## src/rtl/ff_pipe.sv

```systemverilog
// ff_pipe: DEPTH-stage valid/ready register slice with bubble collapse and occupancy count.
// Optional synchronous flush (flush_i port) is compiled in when FF_PIPE_FLUSH_EN is defined.
module ff_pipe #(
  parameter int unsigned      WIDTH      = 8,
  parameter int unsigned      DEPTH      = 2,
  parameter bit               RESET_DATA = 1'b0,
  parameter logic [WIDTH-1:0] RESET_VAL  = '0
) (
  input  logic                       clk,
  input  logic                       reset,
  input  logic                       in_valid_i,
  output logic                       in_ready_o,
  input  logic [WIDTH-1:0]           in_data_i,
  output logic                       out_valid_o,
  input  logic                       out_ready_i,
  output logic [WIDTH-1:0]           out_data_o,
`ifdef FF_PIPE_FLUSH_EN
  input  logic                       flush_i,
`endif
  output logic [$clog2(DEPTH+1)-1:0] count_o
);

  localparam int unsigned CW = $clog2(DEPTH + 1);

  logic [DEPTH-1:0] v_q, v_d;
  logic [WIDTH-1:0] d_q [DEPTH];
  logic [WIDTH-1:0] d_d [DEPTH];
  logic [DEPTH-1:0] rdy;
  logic [CW-1:0]    count_q, count_d;
  logic             flush;

`ifdef FF_PIPE_FLUSH_EN
  assign flush = flush_i;
`else
  assign flush = 1'b0;
`endif

  // Handshake: a beat moves across a boundary only in a cycle where valid and
  // ready are both 1; valid never depends on ready, ready may depend on out_ready_i.
  // Stage k is ready when any stage at or after k is empty, or the sink takes a beat.
  always_comb begin
    logic hole;
    hole = 1'b0;
    rdy  = '0;
    for (int k = DEPTH - 1; k >= 0; k--) begin
      hole   = hole | ~v_q[k];
      rdy[k] = hole | out_ready_i;
    end
  end

  always_comb begin
    v_d = v_q;
    d_d = d_q;
    if (rdy[0]) begin
      v_d[0] = in_valid_i;
      d_d[0] = in_data_i;
    end
    for (int k = 1; k < DEPTH; k++) begin
      if (rdy[k]) begin
        v_d[k] = v_q[k-1];
        d_d[k] = d_q[k-1];
      end
    end
    // Flush drops every valid bit but leaves the data registers as they were.
    if (flush) begin
      v_d = '0;
      d_d = d_q;
    end
  end

  always_comb begin
    count_d = '0;
    for (int k = 0; k < DEPTH; k++) begin
      count_d = count_d + CW'(v_d[k]);
    end
  end

  always_ff @(posedge clk) begin
    if (reset) begin
      v_q     <= '0;
      count_q <= '0;
    end else begin
      v_q     <= v_d;
      count_q <= count_d;
    end
  end

  generate
    if (RESET_DATA) begin : g_data_rst
      always_ff @(posedge clk) begin
        for (int k = 0; k < DEPTH; k++) begin
          if (reset) d_q[k] <= RESET_VAL;
          else       d_q[k] <= d_d[k];
        end
      end
    end else begin : g_data_norst
      always_ff @(posedge clk) begin
        for (int k = 0; k < DEPTH; k++) begin
          d_q[k] <= d_d[k];
        end
      end
    end
  endgenerate

  // Reset wins over flush and masks the output side so no beat leaves during it.
  assign in_ready_o  = reset | (rdy[0] & ~flush);
  assign out_valid_o = v_q[DEPTH-1] & ~flush & ~reset;
  assign out_data_o  = d_q[DEPTH-1];
  assign count_o     = count_q;

endmodule

```

## config.mk

```make
export PLATFORM = sky130hd
export DESIGN_NAME = ff_pipe
export DESIGN_NICKNAME = d
export VERILOG_FILES = /design/src/rtl/ff_pipe.sv
export SDC_FILE = /design/constraint.sdc
export NUM_CORES = 1
export LEC_CHECK = 0
export ABC_AREA = 0
export CELL_PAD_IN_SITES_DETAIL_PLACEMENT = 2
export CELL_PAD_IN_SITES_GLOBAL_PLACEMENT = 2
export CORE_MARGIN = 2
export CORE_UTILIZATION = 26
export DETAILED_ROUTE_END_ITERATION = 16
export PLACE_DENSITY = 0.68
export SKIP_CTS_REPAIR_TIMING = 1
export SKIP_LAST_GASP = 1
export SLEW_MARGIN = 20
export SYNTH_ARGS = -nofsm -noshare
export SYNTH_HDL_FRONTEND = slang
export SYNTH_SLANG_ARGS = --single-unit
```

## constraint.sdc

```tcl
create_clock -name clk -period 1.2 [get_ports clk]
set_clock_uncertainty 0.05 [all_clocks]
set_input_delay 0.36 -clock clk [delete_from_list [all_inputs] [get_ports clk]]
set_output_delay 0.36 -clock clk [all_outputs]
set_load 0.005 [all_outputs]
```

## After elaboration in Yosys (flattened, before gate mapping)

Index checks and enable logic that the tools add are counted.

| cells by class | value |
|---|---|
| add/sub/neg operators | 1 |
| mux-type cells | 2 |
| bitwise operators | 8 |

Operators by type and width:

| operator | count |
|---|---|
| $or 1x1->1 | 4 |
| $not 1->1 | 3 |
| $add 1x1->2 | 1 |
| $mux 1 | 2 |
| $and 1x1->1 | 1 |

| word-level totals | value |
|---|---|
| bits in registers | 20 |
| logic and storage cells | 15 |

## Depth between registers and ports, before layout

| logic depth | value |
|---|---|
| depth in word-level cells | 5 |
| gate-level depth with buffers | 4 |
| mapped depth without buffers | 4 |

## Worst setup path before layout

Ideal clock, no wire load.

| timing path | value |
|---|---|
| path kind | input -> register |
| from | input out_ready_i |
| to | register count_q[0] (netlist: count_o[0]) |
| library setup time | 0.114 ns |
| arrival time | 1.114 ns |
| slack | -0.078 ns |
| stages on the path | 4 |
| buffers on the path | 0 |
| path through | nand2b_1 nand2_1 ha_1 nor2b_1 |

| on the way | value |
|---|---|
| longest elaborated chain between the ends | 3 |

RTL lines:

| what | line | source |
|---|---|---|
| start: declaration | 15 | `input logic out_ready_i,` |
| $or 1x1->1 | 47 | `rdy[k] = hole \| out_ready_i;` |
| $mux 1 | 59 | `if (rdy[k]) begin` |
| net v_d[1] | 25 | `logic [DEPTH-1:0] v_q, v_d;` |
| $add 1x1->2 | 74 | `count_d = count_d + CW'(v_d[k]);` |
| net count_d[0] | 29 | `logic [CW-1:0] count_q, count_d;` |
| end signal: assignment | 84 | `count_q <= count_d;` |
| end: declaration | 29 |  |

The timed path passes the listed nets, and every way through them passes these cells.
A chain may end at the register's enable or synchronous reset.

## Worst setup path after layout

| timing path | value |
|---|---|
| from | register v_q[1] |
| to | output in_ready_o |

| on the way | value |
|---|---|
| longest elaborated chain between the ends | 4 |

RTL lines:

| what | line | source |
|---|---|---|
| start: declaration | 25 |  |
| start signal: assignment | 83 | `v_q <= v_d;` |
| $not 1->1 | 46 | `hole = hole \| ~v_q[k];` |
| $or 1x1->1 | 46 |  |
| $or 1x1->1 | 47 |  |
| net rdy[0] | 28 | `logic [DEPTH-1:0] rdy;` |
| $or 1x1->1 | 106 | `assign in_ready_o = reset \| (rdy[0] & ~flush);` |
| end: declaration | 12 | `output logic in_ready_o,` |

The timed path passes the listed nets, and every way through them passes these cells.

==> impl_metrics.csv <==
group,metric,value,unit
layout,num-nets-final,79,
layout,stdcell_area,965,sq um
layout,num_antenna_cells,0,
floorplan,core_area,2520,sq um
place,port_buffers,23,
clocking,clk_latency,0.29,ns
timing,rsz0062_at_grt,"true",
layout,stdcell_count,95,
synthesis,syn_nets,54,
layout,syn_to_final_growth,36.0,%
drt,drc,0,
floorplan,rows,18,
drt,vias_per_cell,3.98,
global_routing,met1_usage,0.0687,
drt,wl_per_cell,11.2,um
critical_path,r2r_cells,5,
clocking,cts_num_sinks,20,
drt,wl,1070,um
flow_run,maxCapViolCount,0,
global_routing,grt_pass1_wl,1700,um
place,dpl-instance-area,957,sq um
critical_path,crit_chain,"nand3b_4 > or2_1 > dlymetal6s2s_1",
clocking,clockBufferDepth,2,
timing,fmax,0.667,GHz
worst_hold_path,worstHoldPathType,"reg -> reg",
pwr,powerDensity,1270,nW/um^2
global_routing,grt_max_degree,12,
critical_path,cp_max_fo,3,
pwr,total_leakage_power,0.448,nW
floorplan,start_util,0.281,
timing,final_max_slew_viol_count,0,
global_routing,grt_usage,0.0724,
timing,hold_viol_final,0,
drt,ant_nets,0,
critical_path,crit_arrival,1.09,ns
layout,drive_gt1_frac,0.354,
critical_path,slowest_delay,0.38,ns
timing,setup_slack,-0.300,ns
synthesis,synth_area_leader_cell,"edfxtp_1",
global_routing,grt_pass1_vias,401,
synthesis,netlist_area,709,sq um
global_routing,grt_remaining_overflow,0,
timing,fin_hold_ws,0.379,ns
synthesis,synth_cell_type_count,11,
global_routing,met3_usage,0.0349,
pwr,ir_worst_vdd,0.457,mV
floorplan,die_x,56.2,um
timing,tightest_slew,0.183,ns
floorplan,fp.dieH,56.2,um
critical_path,crit_type,"reg -> out",
drt,vias,378,
place,place.detailed.hpwl,817,um
clocking,cts_root_buffer,"clkbuf_4",
global_routing,antenna_found_initial,0,
global_routing,use_met2,0.131,
clocking,cts_tree,"done",
critical_path,start_kind,"flop",
critical_path,required,0.79,ns
critical_path,crit_path_end_kind,"output port",
timing,finalSetupViolations,3,
outcome,violations,"setup timing",
place,placed_cells,91,
synthesis,synth_area_leaders,"edfxtp_1, dfxtp_1, buf_4",
synthesis,seq_area_frac_synth,0.790,
timing,min_period,1.50,ns
floorplan,die-area,3160,sq um
worst_hold_path,hold-path-cell-count,0,
timing,relSlewSlack,0.878,
synthesis,ys_warn_count,0,
synthesis,synth_top_area_frac,0.677,
synthesis,synth_cells,41,
timing,finalSetupTns,-0.461,ns
clocking,cts_buffers,3,
global_routing,busiest_layer,"met2",
drt,drt_iter0_markers,0,
clocking,htree_levels,1,
place,place.gp.congestion,0.671,
clocking,cts.clk_slew.worst_paths,0.10,ns
synthesis,ys_ff_latch,20,
floorplan,num_io_pins,24,
drt,firstDrtPassIters,1,
critical_path,worst_path_max_delay_cell,"dfxtp_4",
outcome,status,"complete, but fails checks",
synthesis,synthesis.area_per_instance,17.3,sq um
timing,timing.final.crit_share,1.25,
cells in the final DEF, fill, tap and decap left out, types with 2 or more instances in the layout:
master / netlist / routed
dfxtp_2: 0 / 2
clkbuf_4: 0 / 3
dlymetal6s2s_1: 0 / 5
a21oi_1: 2 / 2
clkbuf_2: 0 / 9
clkdlybuf4s50_1: 0 / 9
buf_4: 8 / 5
nand2_1: 2 / 2
edfxtp_1: 16 / 16
nor2b_1: 3 / 2
inv_1: 2 / 2
cells by family (layout without fill, tap and decap cells):
kind of cell    after synthesis  count (layout)  synth area share
buf+inv                      10              34            0.0952
simple gates                  8               8            0.0829
compound gates                2               2            0.0141
flops                        20              20             0.790
fa+ha+maj                     1               1            0.0176
area by class of cell:
cell class / count / area (sq um)
clock buffers: 3 / 22.5
clock inverters: 1 / 3.75
fillers: 269 / 1560
inverters: 2 / 7.51
multi-input cells: 11 / 91.3
flip-flops and latches: 20 / 567
well taps: 30 / 37.5
repair buffers: 28 / 235
Yosys cell counts:
cell type  count
a21oi_1        2
buf_4          8
dfxtp_1        4
edfxtp_1      16
ha_1           1
inv_1          2
nand2_1        2
nand2b_1       1
nand3b_4       1
nor2b_1        3
or2_1          1
path summary, 6_finish.rpt:
kind / start / endpoint / slack, ns
hold / removal: d_q[15] / out_data_o[7] / 0.38
setup / recovery: v_q[1] / in_ready_o / -0.30
hold reg to reg: d_q[15] / out_data_o[7] / 0.38
setup reg to reg: v_q[1] / count_o[0] / -0.04
metal layers:
metal | part of all wire | up-vias
met3 | 0.13 | 0
met4 | 0 | 0
li1 | - | 181
met5 | 0 | -
met2 | 0.55 | 19
met1 | 0.32 | 178
power by group:
part | internal, mW | switching [mW] | total [mW]
Clock | 0.121 | 0.192 | 0.313
Sequential | 0.793 | 0.0137 | 0.807
Combinational | 0.0690 | 0.0345 | 0.104
sequential cells by signal, indices dropped and copies added (netlist names):
name / flops
v_q: 2
d_q: 8
out_data_o: 8
count_o: 2
worst max-delay path: cells and delay by family (launching register included):
| family | cells | cell delay, ns |
|---|---|---|
| simple gates | 2 | 0.27 |
| flops | 1 | 0.38 |
| buf+inv | 1 | 0.15 |
metrics by stage:
stage	total power [mW]	setup WS [ns]	utilization
6_report	1.22	-0.300	0.382
3_5_place_dp	0.950	-0.803	0.379
2_1_floorplan	0.870	-0.00942	-
5_1_grt	1.29	-0.364	0.382
3_3_place_gp	0.945	-0.787	0.379
4_1_cts	1.26	-0.805	0.390
No activity file was read; power rests on OpenSTA's default activity.
